--- config.mk ---
export PLATFORM = sky130hd
export DESIGN_NAME = det_matrix_loader
export DESIGN_NICKNAME = d
export VERILOG_FILES = /design/src/rtl/det_matrix_loader.sv
export SDC_FILE = /design/constraint.sdc
export NUM_CORES = 1
export LEC_CHECK = 0
export BUFFER_PORTS_ARGS = -buffer_cell sky130_fd_sc_hd__buf_2
export CORE_AREA = 2 2 155 157
export CTS_CLUSTER_DIAMETER = 60
export DETAILED_ROUTE_END_ITERATION = 10
export DIE_AREA = 0 0 157 159
export HOLD_SLACK_MARGIN = 0.15
export PLACE_DENSITY = 0.46
export RECOVER_POWER = 50
export SLEW_MARGIN = 20
export SYNTH_ARGS = -nofsm -noshare
export SYNTH_HDL_FRONTEND = slang
export SYNTH_SLANG_ARGS = --single-unit
export TNS_END_PERCENT = 1
--- constraint.sdc ---
create_clock -name clk -period 1.8 [get_ports clk]
set_input_delay 0.27 -clock clk [delete_from_list [all_inputs] [get_ports clk]]
set_output_delay 0.27 -clock clk [all_outputs]
set_load 0.02 [all_outputs]
--- src/rtl/det_matrix_loader.sv ---
// rtl/det_matrix_loader.sv - serial 4x4 matrix loader feeding the determinant stage
// Gathers 16 elements, holds them for DET_LATENCY cycles, then captures and presents the determinant.
module det_matrix_loader #(
  parameter int DATA_W      = 8,
  parameter int DET_LATENCY = 3
) (
  input  logic                 clk,
  input  logic                 rst_n,
  input  logic                 clear,
  input  logic                 in_valid,
  output logic                 in_ready,
  input  logic [DATA_W-1:0]    in_data,
  output logic [16*DATA_W-1:0] mat_flat,
  input  logic [DATA_W-1:0]    det_result,
  output logic                 res_valid,
  input  logic                 res_ready,
  output logic [DATA_W-1:0]    res_data,
  output logic                 busy
);

  typedef enum logic [1:0] {S_LOAD, S_WAIT, S_DONE} state_t;

  localparam logic [3:0] LP_LAST_WAIT = 4'(DET_LATENCY - 1);

  state_t            r_state;
  state_t            w_next_state;
  logic [3:0]        r_idx;
  logic [3:0]        r_wait_cnt;
  logic [DATA_W-1:0] r_elem [16];
  logic              r_res_valid;
  logic [DATA_W-1:0] r_res_data;

  logic w_in_fire;
  logic w_res_fire;
  logic w_wait_done;

  assign in_ready    = (r_state == S_LOAD);
  assign busy        = (r_state != S_LOAD);
  assign res_valid   = r_res_valid;
  assign res_data    = r_res_data;
  assign w_in_fire   = in_valid && in_ready;
  assign w_res_fire  = r_res_valid && res_ready;
  assign w_wait_done = (r_wait_cnt == LP_LAST_WAIT);

  for (genvar k = 0; k < 16; k++) begin : g_flat
    assign mat_flat[DATA_W*k +: DATA_W] = r_elem[k];
  end

  always_ff @(posedge clk or negedge rst_n) begin
    if (!rst_n) begin
      r_state <= S_LOAD;
    end else begin
      r_state <= w_next_state;
    end
  end

  always_comb begin
    w_next_state = r_state;
    if (clear) begin
      w_next_state = S_LOAD;
    end else begin
      case (r_state)
        S_LOAD: if (w_in_fire && (r_idx == 4'd15)) w_next_state = S_WAIT;
        S_WAIT: if (w_wait_done) w_next_state = S_DONE;
        S_DONE: if (w_res_fire) w_next_state = S_LOAD;
        default: w_next_state = S_LOAD;
      endcase
    end
  end

  // clear drops any same-cycle transfer and wipes the matrix, but res_data survives
  always_ff @(posedge clk or negedge rst_n) begin
    if (!rst_n) begin
      r_idx       <= '0;
      r_wait_cnt  <= '0;
      r_res_valid <= 1'b0;
      r_res_data  <= '0;
      for (int k = 0; k < 16; k++) r_elem[k] <= '0;
    end else if (clear) begin
      r_idx       <= '0;
      r_wait_cnt  <= '0;
      r_res_valid <= 1'b0;
      for (int k = 0; k < 16; k++) r_elem[k] <= '0;
    end else begin
      case (r_state)
        S_LOAD: begin
          r_wait_cnt <= '0;
          if (w_in_fire) begin
            r_elem[r_idx] <= in_data;
            r_idx         <= r_idx + 4'd1;
          end
        end
        S_WAIT: begin
          r_wait_cnt <= r_wait_cnt + 4'd1;
          if (w_wait_done) begin
            r_res_data  <= det_result;
            r_res_valid <= 1'b1;
          end
        end
        S_DONE: begin
          if (w_res_fire) begin
            r_res_valid <= 1'b0;
            r_idx       <= '0;
          end
        end
        default: ;
      endcase
    end
  end

endmodule

==> out/qor.txt <==
outcome -> complete, no violations
Seq/Total Area, Yosys -> 55.3%
relative slew slack -> 37.5%
Core Area -> 23200 um2
Final setup viols -> 0
Final min period -> 1640 ps
Critical Path RT -> 1530 ps
synth unique cells -> 34
WP data arrival -> 1370 ps
dpl cells -> 1001
number of hold violations in the final report -> 0
CTS H-Tree Depth -> 4
Critical R2R Launch -> r_idx[0]
max cap viols -> 0
PD cells -> 858 nW/um2
clock buffer depth -> 2
crit path capture type -> output pin
Final TNS setup -> 0 ps
worst hold path endpoint -> res_valid
CTS tree -> done
min-delay worst type -> in -> reg
hold path cells -> 4
Gate Count Post-Synth -> 541
hold_sp -> res_ready
simple-gate share of the synthesized area -> 17.9%
Die X -> 157 um
Skew-Pair Late Insertion Delay -> 420 ps
crit share post-route -> 90.9%
largest family of logic cells by synthesized area -> multiplexers
clock slew at reported path FFs -> 60 ps
leakage -> 4.67 nW
Detailed Place HPWL -> 12500 um
All-Layer GR Usage -> 15.6%
Crit Path Max Fanout -> 12
vias per inst -> 4.40
pins over their slew limit -> 0
Worst R2R Setup Slack -> 180 ps
sink count of the clock tree -> 147
Wirelength per Cell -> 18.2 um
diodes inserted -> 0
max frequency -> 611 MHz
largest net degree at the start of global routing -> 66
top_reg_cell synth -> dfrtp_1
I/O Pins -> 160
Die Height -> 159 um
Pwr Total -> 7.26 mW
Final ANT Viol Nets -> 0
largest area contributor in the netlist -> dfrtp_1
post-synthesis compound-gate area fraction -> 1.58%
Final Wtd Congestion -> 0.719
vias in the first global route -> 4891
ratio of cells with drive above 1 in the final layout -> 23.8%
Synth Warn # -> 0
top-area cell type share of the netlist area -> 55.3%
Initial DRT Pass Iterations -> 4
top-count cell post-synth -> dfrtp_1
ys async rst share -> 100%
Rows -> 56
fraction of the mapped netlist area in adder cells -> 1.13%
Clock Tree Root -> clkbuf_16
DRT iter0 DRCs -> 195
Setup Skew -> 8.63 ps
Remaining DRCs -> 0
synth-to-layout area growth -> 27.2%
reg2reg path depth -> 5
Least-Margin Pin Slew -> 938 ps
Routed WL -> 18900 um
initial antenna violation count -> 0
xor/xnor cell area share of the yosys netlist -> 0%
Setup CP Type -> reg -> out
DIE AREA -> 25000 um2
global-route wire length before repair -> 29200 um
Total Nets Final -> 737
post-synthesis mux area share -> 20.9%
total CTS buffers -> 17
number of post-CTS setup repair buffers -> 0
Post-Syn Area -> 6650 um2
Worst Setup Start Kind -> register
Avg Cell Area, Syn -> 12.3 um2
top cells by area, synth -> dfrtp_1, mux2i_1, nand2b_1
RSZ-0062 raised after global routing -> no
flops & latches, synth -> 147
total gr overflow -> 0
IO buf count -> 159
Initial Util -> 28.7%
Post-synth EDFFs -> 0
non-filler cells, final -> 1042
DR vias -> 4580
synth cell count leaders -> dfrtp_1, nand2b_1, mux2i_1
synthesized net count -> 568
maximum vdd drop -> 0.447 mV
worst reg2reg endpoint -> mat_flat[68]
[layout make-up]
class | instances | area, um2
flip-flops and latches | 147 | 3680
well taps | 319 | 399
clock inverters | 14 | 128
multi-input cells | 344 | 2770
fillers | 2297 | 14700
clock buffers | 18 | 429
repair buffers | 193 | 1020
inverters | 7 | 26.3
[power by group]
group          total, mW  switching [mW]  internal (mW)
logic              0.487           0.313          0.174
registers           3.36          0.0226           3.34
clock network       3.41            1.50           1.92
total               7.26            1.83           5.43
[what timing repair did]
action	4_1_cts	5_1_grt
endpoints found under the setup margin	0	6
endpoints found under the hold margin	155	0
gates resized for setup	0	2
hold buffers	9	0
[worst max-delay path, cell delays in order, from the launching register on]
cell     delay [ps]
dfrtp_1         440
buf_4           210
nor2_2          110
inv_1            40
buf_2           150
[registers in the layout (all words and copies together), names as in the netlist]
| signal | count |
|---|---|
| mat_flat | 128 |
| res_valid | 1 |
| r_idx | 4 |
| res_data | 8 |
| r_wait_cnt | 4 |
| r_state | 2 |
[cell families (layout without fill, tap and decap cells)]
logic type | Yosys count | after routing
AND/OR/NAND/NOR | 184 | 184
buffers and inverters | 50 | 232
flip-flops | 147 | 147
AO/OA/AOI/OAI | 16 | 16
adder cells (fa/ha/maj) | 6 | 6
multiplexers | 138 | 138
[worst max path at each step]
stage / depth (start not counted) / to / slack (ps) / start
after floorplan: 5 / res_data[0] / 170 / r_wait_cnt[0]
after CTS: 5 / mat_flat[68] / 70 / r_idx[0]
after detailed placement: 5 / mat_flat[68] / 90 / r_idx[0]
after global placement: 5 / mat_flat[67] / 170 / r_idx[0]
after global routing: 4 / busy / 50 / r_state[1]
final: 4 / busy / 160 / r_state[1]
[placed cells by master (no fill, tap or decap), types with 3 or more instances in the layout]
cell type,instances
clkbuf_1,68
nor2b_1,5
nor2_1,6
clkbuf_16,17
mux2_2,8
nand3b_1,4
nand4_2,3
mux2i_1,130
nand2_1,4
a21oi_1,5
buf_4,22
nand2b_1,138
inv_1,7
clkinvlp_4,4
inv_6,5
dlygate4sd3_1,9
clkinv_2,3
nand3_2,9
buf_2,90
ha_1,6
nand3_1,6
dfrtp_1,147
[layer usage]
layer	vias up	GRT usage, %	part of all wire, %
li1	2150	-	-
met1	2307	21.4	48
met2	106	24.5	47
met3	17	3.57	4.0
met4	0	4.75	1.3
met5	-	0	0
[per-stage QoR]
stage	cell area [um2]	hold slack (ps)	worst slack [ps]	utilization (%)
3_5_place_dp	7920	132	86.8	34.1
5_1_grt	8460	203	51.2	36.5
3_3_place_gp	7920	127	169	34.1
6_report	8460	187	164	36.5
2_1_floorplan	6650	-25.6	168	-
4_1_cts	8560	162	70.2	36.9
Note: power is estimated with default switching activity, not from simulation.
